[src/rtl/logic_unit_pkg.sv]
// logic_unit_pkg
// Shared types and constants for the logic_unit_seq block.
//   op_e      : function-select encodings (3 bits)
//   state_e   : sweep engine states
//   NUM_OPS   : number of logic functions
//   SWEEP_LEN : number of vectors replayed by one sweep (NUM_OPS * 4)
//   gate_bit  : one-bit evaluation of a selected logic function
package logic_unit_pkg;

   typedef enum logic [2:0] {
      OP_AND  = 3'd0,
      OP_OR   = 3'd1,
      OP_NAND = 3'd2,
      OP_NOR  = 3'd3,
      OP_XOR  = 3'd4,
      OP_XNOR = 3'd5,
      OP_NOTA = 3'd6,
      OP_NOTB = 3'd7
   } op_e;

   typedef enum logic [1:0] {
      IDLE = 2'd0,
      RUN  = 2'd1,
      DONE = 2'd2
   } state_e;

   localparam int NUM_OPS   = 8;
   localparam int SWEEP_LEN = 32;
   localparam int IDX_W     = $clog2(SWEEP_LEN);

   function automatic logic gate_bit(input logic x, input logic y, input op_e op);
      logic r;
      case (op)
         OP_AND:  r = x & y;
         OP_OR:   r = x | y;
         OP_NAND: r = ~(x & y);
         OP_NOR:  r = ~(x | y);
         OP_XOR:  r = x ^ y;
         OP_XNOR: r = ~(x ^ y);
         OP_NOTA: r = ~x;
         OP_NOTB: r = ~y;
         default: r = 1'b0;
      endcase
      return r;
   endfunction

endpackage

[src/rtl/logic_unit_func.sv]
// logic_unit_func
// Purely combinational bitwise logic function unit.
// Ports:
//   a, b   in  WIDTH  operands
//   op     in  3      function select (see op_e)
//   result out WIDTH  f(a, b, op), evaluated independently per bit
module logic_unit_func
   import logic_unit_pkg::*;
#(
   parameter int WIDTH = 8
) (
   input  logic [WIDTH-1:0] a,
   input  logic [WIDTH-1:0] b,
   input  logic [2:0]       op,
   output logic [WIDTH-1:0] result
);

   op_e op_sel;
   assign op_sel = op_e'(op);

   // No carries between bits, so each bit is an independent gate.
   genvar gi;
   generate
      for (gi = 0; gi < WIDTH; gi++) begin : g_bit
         assign result[gi] = gate_bit(a[gi], b[gi], op_sel);
      end
   endgenerate

endmodule

[src/rtl/logic_unit_seq.sv]
// logic_unit_seq
// Registered eight-function bitwise logic unit with a valid/ready output
// register and an optional self-exercising sweep engine.
// Build option: define LOGIC_UNIT_SWEEP_EN to enable the sweep engine;
// without it the sweep ports remain but are inert.
// Ports:
//   clk          in   clock, rising edge
//   rst_n        in   synchronous reset, active low
//   a, b         in   WIDTH-bit operands
//   op           in   function select (0 AND .. 7 NOT B)
//   in_valid     in   a/b/op valid
//   in_ready     out  block accepts a/b/op this cycle (combinational)
//   out_data     out  registered result
//   out_op       out  op that produced out_data
//   out_valid    out  out_data valid
//   out_ready    in   downstream accepts out_data
//   sweep_start  in   pulse: start a sweep (ignored unless in IDLE)
//   sweep_busy   out  sweep in progress
//   sweep_done   out  one-cycle pulse at sweep end
module logic_unit_seq
   import logic_unit_pkg::*;
#(
   parameter int WIDTH = 8
) (
   input  logic             clk,
   input  logic             rst_n,
   input  logic [WIDTH-1:0] a,
   input  logic [WIDTH-1:0] b,
   input  logic [2:0]       op,
   input  logic             in_valid,
   output logic             in_ready,
   output logic [WIDTH-1:0] out_data,
   output logic [2:0]       out_op,
   output logic             out_valid,
   input  logic             out_ready,
   input  logic             sweep_start,
   output logic             sweep_busy,
   output logic             sweep_done
);

   logic [WIDTH-1:0] out_data_reg;
   logic [2:0]       out_op_reg;
   logic             out_valid_reg;

   logic             slot_free;
   logic             ext_load;
   logic             sweep_load;
   logic             sweep_sel;
   logic [WIDTH-1:0] sweep_a;
   logic [WIDTH-1:0] sweep_b;
   logic [2:0]       sweep_op;

   logic [WIDTH-1:0] mux_a;
   logic [WIDTH-1:0] mux_b;
   logic [2:0]       mux_op;
   logic [WIDTH-1:0] func_result;

   assign slot_free = !out_valid_reg || out_ready;

`ifdef LOGIC_UNIT_SWEEP_EN
   state_e           state_reg, state_next;
   logic [IDX_W-1:0] idx_reg, idx_next;
   logic             accept_ok;
   logic             busy;
   logic             done_pulse;

   always_ff @(posedge clk) begin
      if (!rst_n) begin
         state_reg <= IDLE;
         idx_reg   <= '0;
      end else begin
         state_reg <= state_next;
         idx_reg   <= idx_next;
      end
   end

   always_comb begin
      state_next = state_reg;
      idx_next   = idx_reg;
      accept_ok  = 1'b0;
      busy       = 1'b0;
      done_pulse = 1'b0;
      sweep_sel  = 1'b0;
      sweep_load = 1'b0;
      case (state_reg)
         IDLE: begin
            // An external accept in the start cycle is still honoured.
            accept_ok = slot_free;
            if (sweep_start) begin
               state_next = RUN;
               idx_next   = '0;
            end
         end
         RUN: begin
            busy      = 1'b1;
            sweep_sel = 1'b1;
            if (slot_free) begin
               sweep_load = 1'b1;
               idx_next   = idx_reg + 1'b1;
               if (idx_reg == IDX_W'(SWEEP_LEN - 1)) begin
                  state_next = DONE;
               end
            end
         end
         DONE: begin
            busy       = 1'b1;
            done_pulse = 1'b1;
            state_next = IDLE;
         end
         default: state_next = IDLE;
      endcase
   end

   // Vector layout: idx[4:2] selects the function, idx[1]/idx[0] are
   // replicated across all bits of a/b.
   assign sweep_op = idx_reg[4:2];
   assign sweep_a  = {WIDTH{idx_reg[1]}};
   assign sweep_b  = {WIDTH{idx_reg[0]}};

   // Gating with rst_n makes reset abort a sweep in the same cycle.
   assign in_ready   = rst_n && accept_ok;
   assign sweep_busy = rst_n && busy;
   assign sweep_done = rst_n && done_pulse;
`else
   logic unused_sweep_start;
   assign unused_sweep_start = sweep_start;

   assign sweep_sel  = 1'b0;
   assign sweep_load = 1'b0;
   assign sweep_op   = '0;
   assign sweep_a    = '0;
   assign sweep_b    = '0;
   assign in_ready   = rst_n && slot_free;
   assign sweep_busy = 1'b0;
   assign sweep_done = 1'b0;
`endif

   // in_ready is low while the sweep runs, so the two load sources never
   // coincide and one operand mux suffices.
   assign ext_load = in_valid && in_ready;
   assign mux_a    = sweep_sel ? sweep_a  : a;
   assign mux_b    = sweep_sel ? sweep_b  : b;
   assign mux_op   = sweep_sel ? sweep_op : op;

   logic_unit_func #(
      .WIDTH (WIDTH)
   ) u_func (
      .a      (mux_a),
      .b      (mux_b),
      .op     (mux_op),
      .result (func_result)
   );

   always_ff @(posedge clk) begin
      if (!rst_n) begin
         out_data_reg  <= '0;
         out_op_reg    <= '0;
         out_valid_reg <= 1'b0;
      end else if (ext_load || sweep_load) begin
         // A load in the same cycle as a drain simply replaces the entry.
         out_data_reg  <= func_result;
         out_op_reg    <= mux_op;
         out_valid_reg <= 1'b1;
      end else if (out_ready) begin
         out_valid_reg <= 1'b0;
      end
   end

   assign out_data  = out_data_reg;
   assign out_op    = out_op_reg;
   assign out_valid = out_valid_reg;

endmodule

[config.mk]
export PLATFORM = sky130hd
export DESIGN_NAME = logic_unit_seq
export DESIGN_NICKNAME = d
export VERILOG_FILES = /design/src/rtl/logic_unit_pkg.sv /design/src/rtl/logic_unit_func.sv /design/src/rtl/logic_unit_seq.sv
export SDC_FILE = /design/constraint.sdc
export NUM_CORES = 1
export LEC_CHECK = 0
export ABC_CLOCK_PERIOD_IN_PS = 1810
export BUFFER_PORTS_ARGS = -buffer_cell sky130_fd_sc_hd__buf_2
export CORE_MARGIN = 10
export CORE_UTILIZATION = 55
export DETAILED_ROUTE_END_ITERATION = 10
export PLACE_DENSITY = 0.85
export SYNTH_ARGS = -nofsm -noshare
export SYNTH_HDL_FRONTEND = slang
export SYNTH_SLANG_ARGS = --single-unit
export TNS_END_PERCENT = 20
[constraint.sdc]
create_clock -name clk -period 1.81 [get_ports clk]
set_clock_uncertainty 0.05 [all_clocks]
set_input_delay 0.181 -clock clk [delete_from_list [all_inputs] [get_ports clk]]
set_output_delay 0.181 -clock clk [all_outputs]
set_load 0.01 [all_outputs]
# Word-level counts from Yosys, hierarchy flattened
# Index checks and enable logic that the tools add are counted.
# classes
eq_ne,7
n_mux,10
bitwise_logic,64
n_reduce_logical,6
# ops
cell,n
1-bit case mux with 8 select lines,8
1-bit NOT,40
"3-bit == test, second input constant",4
1-bit AND,8
1-bit OR,8
1-bit XOR,8
"3-bit by 2-bit == test with 1-bit output, second input constant",2
"3-bit by 1-bit == test with 1-bit output, second input constant",1
3-bit zero test,1
1-bit logical AND,2
1-bit 2-to-1 mux,2
2-bit nonzero test,1
1-bit zero test,1
1-bit logical OR,1
# word_totals
register_bits,12
inputBits,24
wordCells,90

# Longest topological paths before layout
# Gate-level depths: netlist of the first run.
# logic_depth
ltp_word,5
mapped_depth,7

# Cells and area by module
# From an unflattened synthesis of the first run, not the netlist that was laid out.
# unflattened
cells_unflattened,186
hier_area_um2,1450.1
# by_module_without_submodules
module,instances,cells_each,area_each_um2
logic_unit_func,1,130,937.1
logic_unit_seq,1,56,513.0

# Worst setup path after synthesis of the first run
# OpenSTA, ideal clock, no wires.
# synth_timing
kind,in2reg
start,in op[2]
end,"reg out_data_reg[2], in the netlist out_data[2]"
arrival_ns,1.101
path_slack_ns,0.542
stages,5
path_cell_list,buf_6 > or3_4 > buf_6 > o21a_1 > a22o_1
# synth_via
elab_chain_cells,2
word_cells_on_any_way,9
classes_between,eq/ne: 7; mux: 1; reduce/logical: 1
# synth_rtl
element,line,source
"start, declared",logic_unit_seq.sv:29,"input logic [2:0] op,"
3-bit == test (tied with other cells),logic_unit_pkg.sv:33,case (op)
1-bit case mux with 8 select lines *,logic_unit_pkg.sv:33,
"end signal, assigned",logic_unit_seq.sv:161,out_data_reg <= func_result;
"end, declared",logic_unit_seq.sv:41,logic [WIDTH-1:0] out_data_reg;
# Mark *: on every way between the ends. The rest lies on a longest branch, timed or not.
# A chain may end at the register's enable or synchronous reset.

# Worst setup path after layout of the first run
# layout_timing
start,in op[1]
end,"reg out_data_reg[2], in the netlist out_data[2]"
# The elaborated chain is that of the path after synthesis.

==> results_dict.tcl, run 1 <==
set metrics [dict create \
    status "completed" \
    grt_antenna_before_repair 0 \
    insertion_delay_ns 0.27 \
    first_pass_iters 4 \
    power_density_mw_per_mm2 506 \
    grt_pass1_wl_mm 5.29 \
    synth_top_area_frac 0.186 \
    setup_tns_ns 0 \
    area_growth_pct 12.0 \
    worst_setup_path_start_kind "primary input" \
    core_mm2 0.00223 \
    largest_register_ffs 8 \
    io_buffers 35 \
    synth_cells 165 \
    grt.total_usage 0.136 \
    syn_avg_cell_area_um2 7.83 \
    die_w_um 68.5 \
    min_to "out_op[0]" \
    place_ws_ns 0.292 \
    cts_hold_buffers 0 \
    nFillCells 202 \
    drc 0 \
    wire_per_inst_um 14.1 \
    grtUsageMet3 0.0310 \
    multi_input_comb_area_um2 880 \
    worst_slack_ns 0.530 \
    antenna_cells 0 \
    rr_startpoint "out_valid" \
    grt_util_met2 0.233 \
    crit_arrival_ns 1.39 \
    cts_max_level 1 \
    synth_edf_count 0 \
    gp_congestion 0.781 \
    clock_sinks 12 \
    final-seq-area_um2 240 \
    synthDistinctLibCells 35 \
    place_hpwl_mm 2.41 \
    r2r_setup_slack_ns 0.56 \
    cts-resized-gates 0 \
    syn_area_mm2 0.00129 \
    hold_depth 3 \
    drtAntennaViolNets 0 \
    ys.warnings.count 0 \
    num_rows 17 \
    finalHoldViolations 0 \
    cap_violations 0 \
    first_global_vias 1242 \
    async_flop_share 0 \
    setup_viol 0 \
    routed-via-count 1258 \
    rsz0062_at_grt "no" \
    fin_crit_sh 0.707 \
    start_util 0.578 \
    layout.nets 235 \
    die_h_um 68.5 \
    netlist_top_cells_area "dfxtp_1 19%, ha_1 16%, mux2i_1 7.0%" \
    drtIter0Drc 65 \
    die-area_mm2 0.00469 \
    seq_area_frac_synth 0.186 \
    irDropWorstVdd_uv 360 \
    r2r-end "out_data[5]" \
    p_leak_nw 0.766 \
    use_met1 0.171 \
    postCtsSetupBuffers 0 \
    cts-root-buf "clkbuf_4" \
    overflow 0 \
    hold_path.class "primary input to flop" \
    synth_ff_type "dfxtp_1" \
    path_class "primary input to flop" \
    clockBufferDepth 2 \
    io_pins 39 \
    worstHoldStart "rst_n" \
    vias_per_cell 5.69 \
    numCtsBuffers 3 \
    r2r_cells 4 \
    synth-seq-cells 12 \
    tritoncts "yes" \
    crit_required_ns 1.92 \
    period_needed_ns 1.28 \
    worstSetupEndpointType "flop" \
    grt_max_degree 22 \
    p_total_w 0.000732 \
    max_freq_mhz 781 \
    synth_area_leader_cell "dfxtp_1" \
    clk_pin_slew_ns 0.07 \
    path_max_fanout 21 \
    grt.busiest_layer "met2" \
    drive_gt1_frac 0.228 \
    routed_wl_mm 3.12 \
    drv_slew 0 \
]
through the flow:
stage / util / cells / area (um2) / hold WS [ns]
after global placement: 0.638 / 218 / 1420 / 0.384
after CTS: 0.648 / 221 / 1450 / 0.158
final: 0.648 / 221 / 1450 / 0.156
after detailed placement: 0.638 / 218 / 1420 / 0.390
after global routing: 0.648 / 221 / 1450 / 0.157
after floorplan: - / 166 / 1290 / 0.270
cells in the mapped netlist (4+ instances only):
master    instances
inv_1            17
ha_1             16
nor2_1           15
dfxtp_1          12
nand2_1          12
mux2i_1           9
o21ai_1           9
a21oi_1           6
buf_2             5
buf_4             5
a211oi_1          4
a22oi_1           4
a31oi_1           4
buf_6             4
o21ai_0           4
worst max-delay path: stages:
cell,delay [ns]
buf_2,0.35
buf_4,0.27
mux2i_1,0.10
a22oi_1,0.16
o211ai_1,0.12
a22o_1,0.20
per-layer routing:
| layer | vias to the layer above | part of all wire |
|---|---|---|
| li1 | 638 | - |
| met1 | 574 | 0.43 |
| met2 | 42 | 0.46 |
| met3 | 4 | 0.099 |
| met4 | 0 | 0.0071 |
| met5 | - | 0 |
worst max-delay path by stage:
stage	start	slack, ns	endpoint
floorplan	op[2]	0.54	out_data[2]
detailed placement	op[0]	0.29	out_data[0]
finish	op[1]	0.53	out_data[2]
global route	op[1]	0.40	out_data[2]
global placement	op[1]	0.34	out_data[1]
CTS	out_valid	0.55	in_ready
cell type report:
cell class,instances,area share
Multi-Input combinational cell,122,0.608
Clock buffer,3,0.0156
Inverter,17,0.0441
Sequential cell,12,0.166
Timing Repair Buffer,39,0.142
Tap cell,28,0.0242
layout by cell type (no fill, tap or decap), types with 4 or more instances in the layout:
| cell | n |
|---|---|
| o21ai_0 | 4 |
| a31oi_1 | 4 |
| ha_1 | 16 |
| buf_2 | 35 |
| nand2_1 | 12 |
| nor2_1 | 15 |
| o21ai_1 | 9 |
| inv_1 | 17 |
| a211oi_1 | 4 |
| dfxtp_1 | 12 |
| mux2i_1 | 9 |
| a21oi_1 | 6 |
| a22oi_1 | 4 |
| buf_4 | 4 |
where the power goes:
| group | switching (W) | internal [W] |
|---|---|---|
| sequential | 0.0000109 | 0.000286 |
| clock | 0.0000830 | 0.0000769 |
| combinational | 0.000153 | 0.000123 |
| total | 0.000247 | 0.000486 |
kinds of logic after synthesis:
group                      Yosys count  synth area share
adders and majority gates           16             0.155
muxes                                9            0.0698
and+or+nand+nor                     43             0.175
buffers and inverters               32             0.136
DFF                                 12             0.186
other                                1           0.00290
AOI/OAI and AO/OA                   52             0.275
Note: power is estimated with default switching activity, not from simulation.
==> run 2, diff against run 1 <==
--- a/config.mk
+++ b/config.mk
@@ -5,12 +5,12 @@
 export SDC_FILE = /design/constraint.sdc
 export NUM_CORES = 1
 export LEC_CHECK = 0
-export ABC_CLOCK_PERIOD_IN_PS = 1810
+export ABC_CLOCK_PERIOD_IN_PS = 1300
 export BUFFER_PORTS_ARGS = -buffer_cell sky130_fd_sc_hd__buf_2
 export CORE_MARGIN = 10
-export CORE_UTILIZATION = 55
+export CORE_UTILIZATION = 51
 export DETAILED_ROUTE_END_ITERATION = 10
-export PLACE_DENSITY = 0.85
+export PLACE_DENSITY = 0.79
 export SYNTH_ARGS = -nofsm -noshare
 export SYNTH_HDL_FRONTEND = slang
 export SYNTH_SLANG_ARGS = --single-unit
==> constraint.sdc (replaced) <==
create_clock -name clk -period 1.3 [get_ports clk]
set_clock_uncertainty 0.05 [all_clocks]
set_input_delay 0.13 -clock clk [delete_from_list [all_inputs] [get_ports clk]]
set_output_delay 0.13 -clock clk [all_outputs]
set_load 0.01 [all_outputs]
==> results_dict.tcl, run 2 (synthesis gave the netlist of run 1 again) <==
set metrics [dict create \
    status "completed" \
    power.share.clock 0.271 \
    routed-via-count 1323 \
    fin_cells 235 \
    finalHoldViolations 0 \
    place_ws_ns -0.0829 \
    start_util 0.526 \
    p_total_w 0.00113 \
    worst_slack_ns 0.0981 \
    r2r_setup_slack_ns 0.12 \
    io_pins 39 \
    worstHoldStart "in_valid" \
    layout.nets 246 \
    power_frac_seq 0.365 \
    antenna_cells 0 \
    power.net_switching_w 0.000368 \
    numCtsBuffers 3 \
    routed_wl_mm 3.31 \
    rr_startpoint "out_valid" \
    wire_per_inst_um 14.1 \
    cap_violations 0 \
    die_w_um 70.3 \
    first_global_vias 1415 \
    worstSetupEndpointType "primary output" \
    die-area_mm2 0.00494 \
    path_max_fanout 4 \
    io_buffers 35 \
    power.internal_w 0.000761 \
    period_needed_ns 1.20 \
    crit_required_ns 1.12 \
    drive_gt1_frac 0.278 \
    crit_arrival_ns 1.02 \
    layout_commonest_cell "buf_2" \
    clk_pin_slew_ns 0.08 \
    p_leak_nw 0.826 \
    rsz0062_at_grt "no" \
    fin_crit_sh 0.925 \
    pwr-share-comb 0.364 \
    grt.total_usage 0.134 \
    drc 0 \
    setup_viol 0 \
    drtIter0Drc 107 \
    vias_per_cell 5.63 \
    area_growth_pct 19.8 \
    clockBufferDepth 2 \
    gp_congestion 0.770 \
    power_density_mw_per_mm2 730 \
    postLayoutCoreUtil 0.630 \
    drtAntennaViolNets 0 \
    overflow 0 \
    insertion_delay_ns 0.27 \
    max_freq_mhz 832 \
    num_rows 18 \
    cts-root-buf "clkbuf_4" \
    final_cell_mix "35 x buf_2, 17 x inv_1, 16 x ha_1" \
    grt_antenna_before_repair 0 \
    grt_pass1_wl_mm 5.79 \
    path_class "flop to primary output" \
    irDropWorstVdd_uv 535 \
    hold_depth 3 \
    postCtsSetupBuffers 0 \
    clock_sinks 12 \
    worst_setup_path_start_kind "flop" \
    first_pass_iters 4 \
    grt_max_degree 19 \
    r2r_cells 4 \
    drv_slew 0 \
    tritoncts "yes" \
    place_hpwl_mm 2.65 \
    die_h_um 70.3 \
    r2r-end "out_data[7]" \
    min_to "out_valid" \
    switching_share 0.326 \
    dp.cells 231 \
    largest_register_ffs 8 \
    cts_max_level 1 \
    hold_path.class "primary input to flop" \
    core_mm2 0.00245 \
]
-- run 2: critical path: stages (launching register included) --
cell	delay (ns)
dfxtp_1	0.33
nand2b_1	0.10
and2_1	0.18
buf_2	0.14
-- run 2: how the worst max path moves through the flow --
| stage | start | end | slack (ns) | cells past startpoint |
|---|---|---|---|---|
| 2_1_floorplan | out_valid | out_data[2] | 0.04 | 5 |
| 3_3_place_gp | op[1] | out_data[7] | 0.002 | 6 |
| 3_5_place_dp | op[1] | out_data[7] | -0.08 | 6 |
| 4_1_cts | out_valid | out_data[6] | 0.06 | 4 |
| 5_1_grt | out_valid | out_data[6] | 0.04 | 4 |
| 6_report | out_valid | in_ready | 0.1 | 3 |
-- run 2: power groups by stage --
stage | Combinational (W) | Sequential (W) | Clock [W]
3_3_place_gp | 0.000384 | 0.000420 | 0
2_1_floorplan | 0.000256 | 0.000434 | 0
5_1_grt | 0.000462 | 0.000416 | 0.000320
6_report | 0.000411 | 0.000412 | 0.000305
4_1_cts | 0.000413 | 0.000413 | 0.000307
3_5_place_dp | 0.000410 | 0.000421 | 0
-- run 2: layout make-up --
class                      instances  area (um2)
fill                             232         908
multi-input combinational        122         881
timing repair buffer              50         288
sequential                        12         240
inverter                          17        63.8
tap                               30        37.5
clock buffer                       4        36.3
-- run 2: metrics by stage --
stage | hold slack (ns) | instance area (um2) | setup TNS (ns)
after detailed placement | 0.372 | 1510 | -0.332
after floorplan | 0.219 | 1290 | 0
after global routing | 0.0982 | 1550 | 0
after global placement | 0.350 | 1510 | 0
final | 0.0792 | 1550 | 0
after CTS | 0.0785 | 1550 | 0
-- run 2: what timing repair did --
item | in CTS | in global routing
endpoints found under the hold margin | 0 | 0
resized for setup | 0 | 1
hold buffers | 0 | 0
setup endpoints to repair | 0 | 5
-- run 2: metal layers --
layer	routed length [um]	part of all wire	up-vias	global-route usage
met5	0	0	-	0
met4	54	0.016	0	0.0395
met3	232	0.070	9	0.0438
met2	1650	0.50	38	0.254
met1	1380	0.42	614	0.133
li1	-	-	662	-
